### src/rtl/perf_pkg.sv
// perf_pkg: counter index map and register read-port layout for the performance counters
package perf_pkg;

    localparam int CNT_CYCLE = 0;
    localparam int CNT_INST  = 1;
    localparam int CNT_IREQ  = 2;
    localparam int CNT_IHIT  = 3;
    localparam int CNT_DREQ  = 4;
    localparam int CNT_DHIT  = 5;
    localparam int NUM_CNT   = 6;

    localparam int PERF_RD_W   = 16;
    localparam int RD_ADDR_W   = 4;
    localparam int RD_HALF_BIT = 0;
    localparam int RD_IDX_LSB  = 1;
    localparam int RD_IDX_MSB  = 3;
    localparam int RD_IDX_W    = RD_IDX_MSB - RD_IDX_LSB + 1;

    typedef logic [RD_IDX_W-1:0] rdIdx_t;

    function automatic rdIdx_t rdIdxOf(input logic [RD_ADDR_W-1:0] addr);
        return addr[RD_IDX_MSB:RD_IDX_LSB];
    endfunction

endpackage

### src/rtl/perf_sat_counter.sv
// perf_sat_counter: single event counter that saturates at all-ones instead of wrapping
module perf_sat_counter #(
    parameter int CNT_W = 32
) (
    input  logic             clk,
    input  logic             rst,
    input  logic             inc,
    input  logic             clr,
    input  logic             en,
    output logic [CNT_W-1:0] q
);

    // Add one on an enabled event unless already at the ceiling; clear has priority
    always_ff @(posedge clk)
        q <= (rst || clr) ? '0 : q + CNT_W'(en && inc && !(&q));

endmodule

### src/rtl/perf_counter_unit.sv
// perf_counter_unit: core performance counters with freeze-on-halt and a coherent 16-bit read port
module perf_counter_unit
    import perf_pkg::*;
#(
    parameter int CNT_W = 32
) (
    input  logic                 clk,
    input  logic                 rst,
    input  logic                 ev_retire,
    input  logic                 ev_ireq,
    input  logic                 ev_ihit,
    input  logic                 ev_dreq,
    input  logic                 ev_dhit,
    input  logic                 halt,
    input  logic                 clr,
    input  logic                 rd_en,
    input  logic [RD_ADDR_W-1:0] rd_addr,
    output logic [PERF_RD_W-1:0] rd_data,
    output logic                 rd_valid,
    output logic                 frozen,
    output logic                 err
);

    localparam int SH_W = CNT_W - PERF_RD_W;

    logic [NUM_CNT-1:0] evVec;
    logic [CNT_W-1:0]   cnt [NUM_CNT];
    logic [CNT_W-1:0]   selCnt;
    logic               selHit;
    logic [SH_W-1:0]    shadow;
    rdIdx_t             rdIdx;
    logic               rdHigh;
    logic               lowRead;

    assign evVec[CNT_CYCLE] = 1'b1;
    assign evVec[CNT_INST]  = ev_retire;
    assign evVec[CNT_IREQ]  = ev_ireq;
    assign evVec[CNT_IHIT]  = ev_ihit;
    assign evVec[CNT_DREQ]  = ev_dreq;
    assign evVec[CNT_DHIT]  = ev_dhit;

    assign rdIdx   = rdIdxOf(rd_addr);
    assign rdHigh  = rd_addr[RD_HALF_BIT];
    assign lowRead = rd_en && selHit && !rdHigh;

    for (genvar i = 0; i < NUM_CNT; i++) begin : gCnt
        perf_sat_counter #(.CNT_W(CNT_W)) uCnt (
            .clk (clk),
            .rst (rst),
            .inc (evVec[i]),
            .clr (clr),
            .en  (!frozen),
            .q   (cnt[i])
        );
    end

    // Select the addressed counter; unmapped indices leave selHit low
    always_comb begin
        selCnt = '0;
        selHit = 1'b0;
        for (int k = 0; k < NUM_CNT; k++) begin
            if (rdIdx == RD_IDX_W'(k)) begin
                selCnt = cnt[k];
                selHit = 1'b1;
            end
        end
    end

    // Freeze one cycle after halt so the halting instruction is still counted; err is sticky
    always_ff @(posedge clk) begin
        frozen <= (rst || clr) ? 1'b0 : frozen | halt;
        err    <= (rst || clr) ? 1'b0 : err | (ev_ihit & ~ev_ireq) | (ev_dhit & ~ev_dreq);
    end

    // Low-half reads capture the upper bits so the following high-half read matches them
    always_ff @(posedge clk)
        shadow <= (rst || clr) ? '0 : lowRead ? selCnt[CNT_W-1:PERF_RD_W] : shadow;

    // Registered read port: data returns one cycle after the request
    always_ff @(posedge clk) begin
        rd_valid <= !rst && rd_en;
        rd_data  <= (rst || !rd_en || !selHit) ? '0 :
                    rdHigh ? PERF_RD_W'(shadow) : selCnt[PERF_RD_W-1:0];
    end

endmodule

### config.mk
export PLATFORM = sky130hd
export DESIGN_NAME = perf_counter_unit
export DESIGN_NICKNAME = d
export VERILOG_FILES = /design/src/rtl/perf_pkg.sv /design/src/rtl/perf_sat_counter.sv /design/src/rtl/perf_counter_unit.sv
export SDC_FILE = /design/constraint.sdc
export NUM_CORES = 1
export LEC_CHECK = 0
export BUFFER_PORTS_ARGS = -buffer_cell sky130_fd_sc_hd__buf_2
export CAP_MARGIN = 20
export CELL_PAD_IN_SITES_DETAIL_PLACEMENT = 1
export CELL_PAD_IN_SITES_GLOBAL_PLACEMENT = 2
export CORE_ASPECT_RATIO = 1.4
export CORE_MARGIN = 2
export CORE_UTILIZATION = 36
export CTS_BUF_LIST = sky130_fd_sc_hd__clkbuf_4
export CTS_CLUSTER_DIAMETER = 30
export DETAILED_ROUTE_END_ITERATION = 7
export PLACE_DENSITY_LB_ADDON = 0.1
export SLEW_MARGIN = 20
export SYNTH_ARGS = -nofsm -noshare
export SYNTH_HDL_FRONTEND = slang
export SYNTH_SLANG_ARGS = --single-unit
### constraint.sdc
create_clock -name clk -period 3.2 [get_ports clk]
set_clock_uncertainty 0.15 [all_clocks]
set_input_delay 0.64 -clock clk [delete_from_list [all_inputs] [get_ports clk]]
set_output_delay 0.64 -clock clk [all_outputs]
set_load 0.01 [all_outputs]
# After elaboration in Yosys (flattened, before gate mapping)
# Cells that the tools add are included.
op_classes:
  addsub: 6
  eq_ne: 5
  muxes: 13
  n_bitwise: 7
  reduce_logical: 35
op_table:
  columns: ["cell", "count"]
  rows:
  - ["adder 32 x 1 -> 32 bit", 6]
  - ["two-way mux 32 bit", 6]
  - ["AND reduction 32 bit", 6]
  - ["two-way mux 16 bit", 1]
  - ["logical AND 1 bit", 14]
  - ["zero test 1 bit", 11]
  - ["equality test 3 x 2 -> 1 bit, second input constant", 2]
  - ["equality test 3 bit, second input constant", 2]
  - ["two-way mux 1 bit", 6]
  - ["equality test 3 x 1 -> 1 bit, second input constant", 1]
  - ["zero test 3 bit", 1]
  - ["logical OR 1 bit", 3]
  - ["bitwise OR 1 bit", 3]
  - ["bitwise AND 1 bit", 2]
  - ["NOT 1 bit", 2]
word_totals:
  reg_bits: 227
  input_bits: 14
  output_inout_bits: 19
  wordCells: 77

# Logic depth before layout (Yosys ltp)
# Gate-level depths: netlist of run 1.
depth:
  word_depth: 9
  mapped_depth: 15
  mapped_depth_nobuf: 10

# Hierarchy
# A second synthesis of run 1 with hierarchy kept.
hier_totals:
  hier_cells: 1401
  area_unflattened_um2: 11995.3
modules_own_cells:
  columns: ["mod", "instances", "cells_per_inst", "area_each_um2", "seq_area_each_um2"]
  rows:
  - ["perf_sat_counter (gCnt[0].uCnt ...)", 5, 181, 1530.2, 640.6]
  - ["perf_counter_unit", 1, 318, 2801.4, 700.7]
  - ["perf_sat_counter (gCnt[1].uCnt)", 1, 178, 1542.7, 640.6]

# Worst setup path before layout of run 1
# Ideal clock, no wire load.
synth_path:
  path_kind: "register to register"
  startpoint: "register gCnt[2].uCnt.q[8]"
  endpoint: "register gCnt[2].uCnt.q[28]"
  setup_time_ns: 0.115
  arrival_ns: 3.270
  t_required_ns: 2.935
  path_slack_ns: -0.335
  path_stages_with_launch: 16
  path_buffers: 5
  synth_period_minus_slack_ns: 3.535
  cell_sequence: "dfxtp_1 -> nand4_1 -> or4_1 -> clkbuf_1 -> buf_2 -> buf_2 -> nor4_1 -> nor3_1 -> ha_1 -> ha_1 -> nand3_1 -> or2_2 -> clkbuf_1 -> clkbuf_1 -> nor4_1 -> o21a_1"
synth_between:
  elab_chain_len: 4
synth_rtl:
  columns: ["item", "line", "rtl"]
  rows:
  - ["start: declaration", "perf_sat_counter.sv:10", "output logic [CNT_W-1:0] q"]
  - ["start signal: assignment", "perf_sat_counter.sv:15", "q <= (rst || clr) ? '0 : q + CNT_W'(en && inc && !(&q));"]
  - ["AND reduction 32 bit", "perf_sat_counter.sv:15", null]
  - ["zero test 1 bit", "perf_sat_counter.sv:15", null]
  - ["logical AND 1 bit", "perf_sat_counter.sv:15", null]
  - ["adder 32 x 1 -> 32 bit *", "perf_sat_counter.sv:15", null]
# Every way passes the cells marked *; elsewhere a longest branch is shown, timed or not.
# A chain may end at the register's enable or synchronous reset.

# Worst setup path in the final report of run 1
layout_path:
  startpoint: "register gCnt[4].uCnt.q[16]"
  endpoint: "register gCnt[4].uCnt.q[18]"
layout_between:
  elab_chain_len: 4
layout_rtl:
  columns: ["item", "line"]
  rows:
  - ["start: declaration", "perf_sat_counter.sv:10"]
  - ["start signal: assignment", "perf_sat_counter.sv:15"]
  - ["AND reduction 32 bit", "perf_sat_counter.sv:15"]
  - ["zero test 1 bit", "perf_sat_counter.sv:15"]
  - ["logical AND 1 bit", "perf_sat_counter.sv:15"]
  - ["adder 32 x 1 -> 32 bit *", "perf_sat_counter.sv:15"]
# Marked as above.

==> results of run 1 <==
==> cell families after synthesis <==
kind of cell,count (synthesis),synth area share [%]
fa+ha+maj,12,1.285
mux,75,6.843
compound gates,293,16.49
buf+inv,123,4.208
xor+xnor,71,5.322
flops,227,38.89
simple gates,573,26.95
==> where the power goes <==
part	switching (mW)	total, mW	internal [mW]	leakage, nW
clock	1.38	2.74	1.36	0.506
sequential	0.0133	2.86	2.84	1.83
combinational	0.196	0.304	0.109	2.20
total	1.59	5.90	4.31	4.54
==> placed cells by master, fill, tap and decap left out, types with 17 or more instances in the layout <==
cell      count
inv_1        26
buf_4        84
nand2_1      96
nor2_1       94
nand4_1      62
o21ai_0      29
or4_1        73
nand3_1      55
xnor2_1      24
and2_1       21
mux2_2       29
buf_2        31
nor3_1       41
clkbuf_4     93
o22ai_1      17
o31ai_1      65
mux2i_1      45
and3_1       21
a21oi_1     109
or3_1        40
nor4_1       20
dfxtp_1     225
and4_1       20
xor2_1       47
==> Yosys cell counts (all sizes together) (4+ instances only) <==
master	n	area, sq um
or2	6	37.54
dfxtp	227	4544
o221a	11	123.9
nor2b	7	43.79
o221ai	15	131.4
a21oi	109	545.5
and2	21	131.4
o22ai	17	106.4
o311ai	4	35.03
mux2	29	326.6
a22oi	12	90.09
o21a	4	30.03
clkbuf	79	297.8
o41ai	4	35.03
and3	21	131.4
or4	73	548.0
nand2	96	360.4
xor2	47	411.6
and4	20	175.2
nor2	95	356.6
nand2b	7	43.79
or3	40	250.2
nand3	56	280.3
o21ai	30	150.1
nand4	63	400.4
inv	26	97.59
a221oi	6	52.55
mux2i	45	450.4
o31ai	65	488.0
xnor2	24	210.2
nor3	41	205.2
nor4	20	125.1
buf	17	92.58
ha	12	150.1
a211o	10	87.58
==> timing repair <==
item,CTS,global route
resized for setup,0,3
endpoints found under the setup margin,0,22
setup buffers,0,0
endpoints found under the hold margin,2,0
hold buffers,2,0
==> stage by stage <==
stage               power (mW)  std cells
global placement         3.219       1800
global route             6.167       1924
finish                   5.897       1924
detailed placement       3.220       1800
CTS                      6.001       1923
floorplan                3.090       1374
==> state kept, by name, summed over array words and instances (netlist names) <==
name and cells:
frozen 1, rd_data 16, shadow 16, rd_valid 1
err 1, gCnt.uCnt.q 192
==> critical path: stages, from the launching register on <==
cell     delay [ps]
dfxtp_1         350
nand3_1         170
or4_1           210
nor3_1           80
nor3_1          140
ha_1            220
ha_1            190
nand3_1         100
or4_1           400
buf_4           210
or4_1           480
a21oi_1         140
==> area by class of cell <==
type / count / area share (%)
repair buffers: 124 / 6.966
well taps: 400 / 3.686
clock inverters: 28 / 0.8661
flip-flops and latches: 227 / 33.48
clock buffers: 93 / 5.141
inverters: 27 / 0.7463
multi-input cells: 1024 / 49.09
diodes: 1 / 0.01843
==> worst max path at each step <==
stage / startpoint / to / slack [ps]
finish: gCnt[4].uCnt.q[16]$_SDFF_PP0_ / gCnt[4].uCnt.q[18]$_SDFF_PP0_ / 230
detailed placement: gCnt[2].uCnt.q[10]$_SDFF_PP0_ / gCnt[2].uCnt.q[26]$_SDFF_PP0_ / 160
floorplan: gCnt[2].uCnt.q[10]$_SDFF_PP0_ / gCnt[2].uCnt.q[28]$_SDFF_PP0_ / 2
global placement: gCnt[2].uCnt.q[10]$_SDFF_PP0_ / gCnt[2].uCnt.q[26]$_SDFF_PP0_ / 190
global route: gCnt[5].uCnt.q[15]$_SDFF_PP0_ / gCnt[5].uCnt.q[30]$_SDFF_PP0_ / -1
CTS: gCnt[2].uCnt.q[10]$_SDFF_PP0_ / gCnt[2].uCnt.q[26]$_SDFF_PP0_ / 130
==> metal layers <==
metal / global-route usage, % / vias to the layer above
met5: 0 / -
met4: 10.09 / 2
met3: 3.843 / 70
met2: 42.92 / 204
met1: 31.66 / 5614
li1: - / 5433
==> summary by stage, run 1 <==
Hold path
The min-delay analysis places its worst path in the category in -> reg. The sink of the worst hold path is rd_valid$_DFF_P_. The number of cells on the worst hold path is 2. The startpoint of the lowest-slack hold path is rd_en.

Global routing
In the global route stage, overall resource usage came out at 25.17%. The largest net degree at the start of global routing is 36. The number of antenna violations at the first check in global routing is 2.

The final global-route overflow total is 0. The number of global-route vias before repair came to 11441. The first global-routing pass estimated 66230 um of wire.

Logic synthesis
The synthesized area divided by synthesized cell count is 8.503 sq um. The Yosys step of the flow raised 0 warnings. For this run, asynchronously set or reset flops after synthesis account for 0%.

Yosys mapped the design onto 52 distinct sky130hd cell types. Synthesis produced a netlist with a net count of 1400. The cell count after synthesis is 1374. For this run, the leading register cell type out of synthesis is dfxtp_1. The number of flops mapped to enable cells by yosys is 0.

In this run the cell area of the synthesized design comes to 11680 sq um. Counting flops and latches in the post-synthesis netlist gives 227. The register area share after synthesis is 38.89%.

Clock network
The cell chosen for the clock root is clkbuf_4. The total clock sinks is 227. The later-pin clock latency in the skew report is 750 ps. After clock tree synthesis, the clock-pin slew on the worst setup and hold paths is 70 ps.

In this run, CTS created clock tree buffers numbering 71. The total number of H-tree levels is 3. The CTS tree is done. The maximum buffer depth of the clock tree is 3.

STA
Setup violations remaining at the end of the flow were counted as 0. The worst path needs 2967 ps of the cycle, external delays included. On the final layout, the worst hold slack is 74.10 ps. The fmax is 337.0 MHz. The count of final max-slew check failures came to 0.

The final-layout setup total negative slack is 0 ps. The part of the cycle the worst path needs is 92.72%. For the pin with the worst max-slew slack, the measured transition is 691.3 ps.

The worst max-slew margin expressed relative to the limit is 53.49%. The number of endpoints with negative hold slack in the final report was 0. Once routing completed, OpenROAD measured the worst setup slack at 233.1 ps. Setup repair after global routing could not meet its margin everywhere.

Placement
At the end of routability-driven placement, the weighted congestion stood at 0.8288. The number of port buffers is 32. The pre-CTS setup slack is 159.8 ps.

After detailed placement, the total cell area comes to 12730 sq um. The wire-length estimate of the detail-placed layout is 30860 um.

Pwr
The power per cell area is 434.2 nW/um^2. The static power due to leakage is 4.537 nW. The worst vdd rail ir drop is 0.2137 mV.

Setup path
Data on the critical path is required at its endpoint by 3700 ps. The reg-to-reg critical path endpoint is gCnt[4].uCnt.q[18]$_SDFF_PP0_. The worst setup path is launched from a register. The critical register-to-register path startpoint is gCnt[4].uCnt.q[16]$_SDFF_PP0_.

The worst setup path is captured at a register. The cell depth of the worst flop-to-flop path is 11. STA puts the critical path data arrival time at 3460 ps. The critical path class is reg -> reg. The worst register-to-register path has a setup slack of 230 ps. The maximum net fanout on the critical path is 16.

Route
The average via count per standard cell is 5.885. After detailed routing, the average wire length per cell comes to 21.84 um. The routed layout has 11323 vias.

In the detailed route, the total length drawn on met2 is 20700 um. In this run the top signal layer used is met5. The post-route DRC violation count is 0. The total routed wirelength is 42010 um. The total routed wire length on the met1 layer is 18500 um. The number of nets still failing antenna checks after routing is 0. After detailed routing, the met3 layer carries 1480 um of wire. The number of DRC violations after detailed-routing iteration 0 is 510. The first detailed-routing pass ran for 5 iterations.

Floorplanning
The effective utilization at floorplan is 36.28%. The die span in x is 156.3 um. The overall die area is 33930 sq um. The number of cell rows is 78.

33 I/O pins were placed. The core outline area is 32210 sq um. The floorplan die height is 217.2 um.

Cells and area
The finished cells cover 13580 sq um. The combined flip-flop and latch cell area is 4547 sq um. The share of cells above drive strength 1 is 18.65%. The total of fill cells in the finished design is 3840. The final layout contains 1501 nets.

The multi-input combinational cells in the finished layout cover a total of 6666 sq um. The area overhead of the layout relative to synthesis is 16.22%. Cells fill 42.16% of the core in the end.

Status
The flow ran to the end, and the final reports show no timing, DRC or antenna violations.

Run
Max-cap violations in this run came to 0.
No activity file was read; power rests on OpenSTA's default activity.
==> inputs of run 2 (changes only) <==
Settings changed: CORE_UTILIZATION 36 to 37, SYNTH_HIERARCHICAL set to 1.
==> run 2 against run 1 <==
Sequential share of layout area shrank 0.70 points. Worst setup slack lost 50 ps. Synthesized cell count rose by 2.0%. Fmax down 1.6%. Utilization increased by 0.88 points. Register-to-register slack got worse by 50 ps. Routed wire length up 5.5%. Flip-flop and latch count unchanged. Synthesized area increased by 2.7%. First-iteration DRC count up 24%. Critical endpoint is now gCnt[5].uCnt/q[26]$_SDFF_PP0_.
==> summary by stage, run 2 <==
STA
The worst max-slew margin expressed relative to the limit is 57.86% (+4.4 points). The count of final max-slew check failures came to 0 (unchanged). The final-layout setup total negative slack was 0 ps (unchanged). The smallest setup slack after layout was 183.3 ps (-49.72 ps). The fmax came to 331.5 MHz (-1.6%).

The minimum period implied by the final worst setup slack is 3017 ps (+49.72 ps). The number of endpoints with negative hold slack in the final report is 0 (unchanged). The number of setup violations in the final report came to 0 (unchanged). The transition time at the pin with the least slew margin is 632.0 ps (-59.30 ps). The part of the cycle the worst path needs was 94.27% (+1.6 points).

Cells and area
More flip-flops sit in one register than any other, and that register is gCnt.uCnt/q. The library cells used most frequently in the layout, excluding fill and tap cells, are dfxtp_1 (227), a21oi_1 (114), nor2_1 (111). The post-route core utilization is 43.04% (+0.88 points). The filler-free cell count of the finished design is 1969 (+2.3%). The number of flip-flops under the largest register name is 192 (unchanged). The total number of nets in the final design was 1552 (+3.4%). The largest registers in the layout are gCnt.uCnt/q x192, rd_data x16, shadow x16.

The share of cells above drive strength 1 is 19.22% (+0.57 points). Leaving out fill and tap cells, the most frequent cell in the layout is dfxtp_1. The area overhead of the layout relative to synthesis is 15.56%.

Pwr
The net switching power was 1.587 mW (+0.11%). The design internal power is 4.441 mW (+3.0%). The clock power share is 47.3% (+0.9 points). The switching power as a share of total power is 26.33% (-0.56 points). The sequential power share was 47.3% (-1.1 points). The worst vdd rail ir drop is 0.2585 mV (+21%). The power per cell area is 434.9 nW/um^2 (+0.15%). The combinational share of power was 5.4% (+0.2 points). The static power due to leakage is 4.673 nW (+3.0%). The sum of internal, switching and leakage power is 6.028 mW (+2.2%).

Setup path
The maximum net fanout on the critical path is 7 (-9). Traced cell by cell, the critical path runs through and4_1 -> nand4_1 -> nor3_1 -> a31oi_1 -> ha_2 -> ha_1 -> nand3_2 -> or4_4 -> or4_1 -> a21oi_1. The worst setup path is captured at a register. The combined buffer and inverter count along the critical path came to 0 (-1). The critical path is of the reg -> reg type. The family of cells with the greatest summed delay on the critical path is simple AND/OR/NAND/NOR gates.

The critical path arrival was 3520 ps (+60 ps). The master of the slowest instance on the critical path is or4_1. The required time at the worst-slack endpoint is 3710 ps (about the same). The stage delay of the slowest cell on the critical path was 530 ps (+50 ps). The type of origin of the critical path is a register.

Status
The run finished with clean final reports.

Logic synthesis
The synthesized netlist net count is 1427 (+1.9%). The register area share after synthesis came to 37.88% (-1.0 points). The number of flops mapped to enable cells by yosys is 0 (unchanged). The synthesized area divided by synthesized cell count came to 8.562 sq um (+0.69%). The total of flip-flops plus latches after synthesis is 227 (unchanged).

The library cell occupying the most area in the post-synthesis netlist is dfxtp_1. The netlist area before placement is 12000 sq um (+2.7%). For this run, the leading register cell type out of synthesis is dfxtp_1.

The Yosys warning count was 6 (+6). In the post-synthesis netlist, the biggest area contributors are dfxtp_1 (38%), a21oi_1 (4.8%), or4_1 (3.8%), o31ai_1 (3.7%), nor2_1 (3.5%). The area share of the leading cell type in the synthesized netlist is 37.88% (-1.0 points). The dominant cell by count in the synthesized netlist is dfxtp_1. The number of distinct standard cells referenced by the synthesized netlist is 66 (+27%). The cell count after synthesis is 1401 (+2.0%). The async set-or-reset flop fraction in the synthesized netlist was 0% (unchanged). The commonest cells after synthesis are dfxtp_1 (227), a21oi_1 (114), nor2_1 (111).

Global routing
The global-route usage over all layers was 26.74% (+1.6 points). The number of global-route vias before repair is 11982 (+4.7%). The number of antenna violations at the first check in global routing was 2 (unchanged). The largest net degree at the start of global routing was 48 (+33%). The final global-route overflow total is 0 (unchanged). The first-pass GRT wire length is 69470 um (+4.9%).

Clock network
The maximum buffer depth of the clock tree was 3 (unchanged). The number of setup buffers added after CTS came to 0 (unchanged). Clock tree synthesis selected as its root buffer the cell clkbuf_4. The clock-pin slew on the worst setup and hold paths was 70 ps (about the same).

The number of buffers created by CTS is 69 (-2.8%). The total number of H-tree levels is 3 (unchanged). The later-pin clock latency in the skew report is 740 ps (about the same). The total clock sinks was 227 (unchanged). TritonCTS built the clock tree.

Route
The average via count per standard cell is 5.907 (+0.36%). The wire length per cell after detailed routing was 22.51 um (+3.1%). The total routed wirelength is 44330 um (+5.5%). The overall via count from detail_route is 11630 (+2.7%). The number of search-and-repair iterations in the first detailed-routing pass came to 5 (unchanged). The number of nets still failing antenna checks after routing is 0 (unchanged).

The number of DRC violations after detailed-routing iteration 0 came to 633 (+24%). The post-route DRC violation count came to 0 (unchanged).

Placement
The count of placed standard cells including taps came to 1854 (+3.0%). The number of port buffers is 32 (unchanged). The post-detailed-placement half-perimeter wirelength came to 33340 um (+8.1%). The pre-CTS setup slack was 9.564 ps (-150.3 ps). The routability congestion estimate from global placement is 0.8671 (+4.6%).

Floorplanning
The overall die area is 33900 sq um (-0.11%). The number of ports placed on the die boundary came to 33 (unchanged). The effective utilization at floorplan is 37.25% (+0.97 points). The floorplan die height is 217.0 um (about the same). The die span in x was 156.2 um (about the same). The number of cell rows is 78 (unchanged). The core outline area is 32210 sq um (unchanged).

Hold path
The type of the tightest min-delay check is in -> reg.

Run
The number of max-cap violations is 0 (unchanged).
## run 2: power by group through the flow
| stage | sequential, mW | combinational (mW) | clock (mW) |
|---|---|---|---|
| floorplan | 2.91 | 0.191 | 0 |
| global placement | 2.91 | 0.323 | 0 |
| detailed placement | 2.91 | 0.325 | 0 |
| CTS | 2.85 | 0.327 | 2.97 |
| global route | 2.85 | 0.351 | 3.12 |
| finish | 2.85 | 0.328 | 2.85 |
## run 2: cell type report
| cell class | count | area [sq um] |
|---|---|---|
| Inverter | 32 | 120.1 |
| Multi-Input combinational cell | 1063 | 6933 |
| Timing Repair Buffer | 133 | 935.9 |
| Antenna cell | 3 | 7.507 |
| Sequential cell | 227 | 4544 |
| Clock inverter | 25 | 175.2 |
| Tap cell | 400 | 500.5 |
| Clock buffer | 86 | 645.6 |
| Fill cell | 3909 | 18340 |
## run 2: metrics by stage
step / hold slack, ps / instance area (sq um)
after CTS: 41.09 / 13850
final: 118.7 / 13860
after floorplan: 286.7 / 12000
after detailed placement: 303.1 / 13020
after global placement: 293.2 / 13020
after global routing: 60.10 / 13860
## run 2: final timing paths
| check | to | from | depth (start not counted) | slack, ps |
|---|---|---|---|---|
| hold reg to reg | shadow[2]$_SDFFE_PP0P_ | shadow[2]$_SDFFE_PP0P_ | 1 | 320 |
| hold / removal | rd_valid$_DFF_P_ | rd_en | 2 | 120 |
| setup / recovery | gCnt[5].uCnt/q[26]$_SDFF_PP0_ | gCnt[5].uCnt/q[24]$_SDFF_PP0_ | 10 | 180 |
| setup reg to reg | gCnt[5].uCnt/q[26]$_SDFF_PP0_ | gCnt[5].uCnt/q[24]$_SDFF_PP0_ | 10 | 180 |
## run 2: worst reg2reg max path: stages, from the launching register on
cell     delay, ps
dfxtp_1        360
and4_1         270
nand4_1        150
nor3_1          70
a31oi_1        170
ha_2           250
ha_1           210
nand3_2        160
or4_4          490
or4_1          530
a21oi_1        150
## run 2: logic make-up (layout without fill, tap and decap cells)
kind of cell	after synthesis	in the layout	share of synthesized area [%]
DFF	227	227	37.88
adders and majority gates	12	12	1.252
xor gates and xnor gates	68	68	4.965
and+or+nand+nor	565	565	26.90
AOI/OAI and AO/OA	350	350	18.61
other	1	4	0.03126
muxes	67	67	5.977
buffers and inverters	111	276	4.381
## run 2: repair_timing
item | in CTS | in global routing
hold endpoints to repair | 1 | 0
hold buffers | 1 | 0
gates resized for setup | 0 | 2
endpoints found under the setup margin | 0 | 6
## run 2: per-layer routing
layer | share of wire [%] | track usage [%] | wire length (um)
met5 | 0 | 0 | 0
met4 | 3.5 | 10.92 | 1568
met3 | 3.0 | 4.560 | 1330
met2 | 52 | 47.91 | 23000
met1 | 42 | 31.42 | 18430
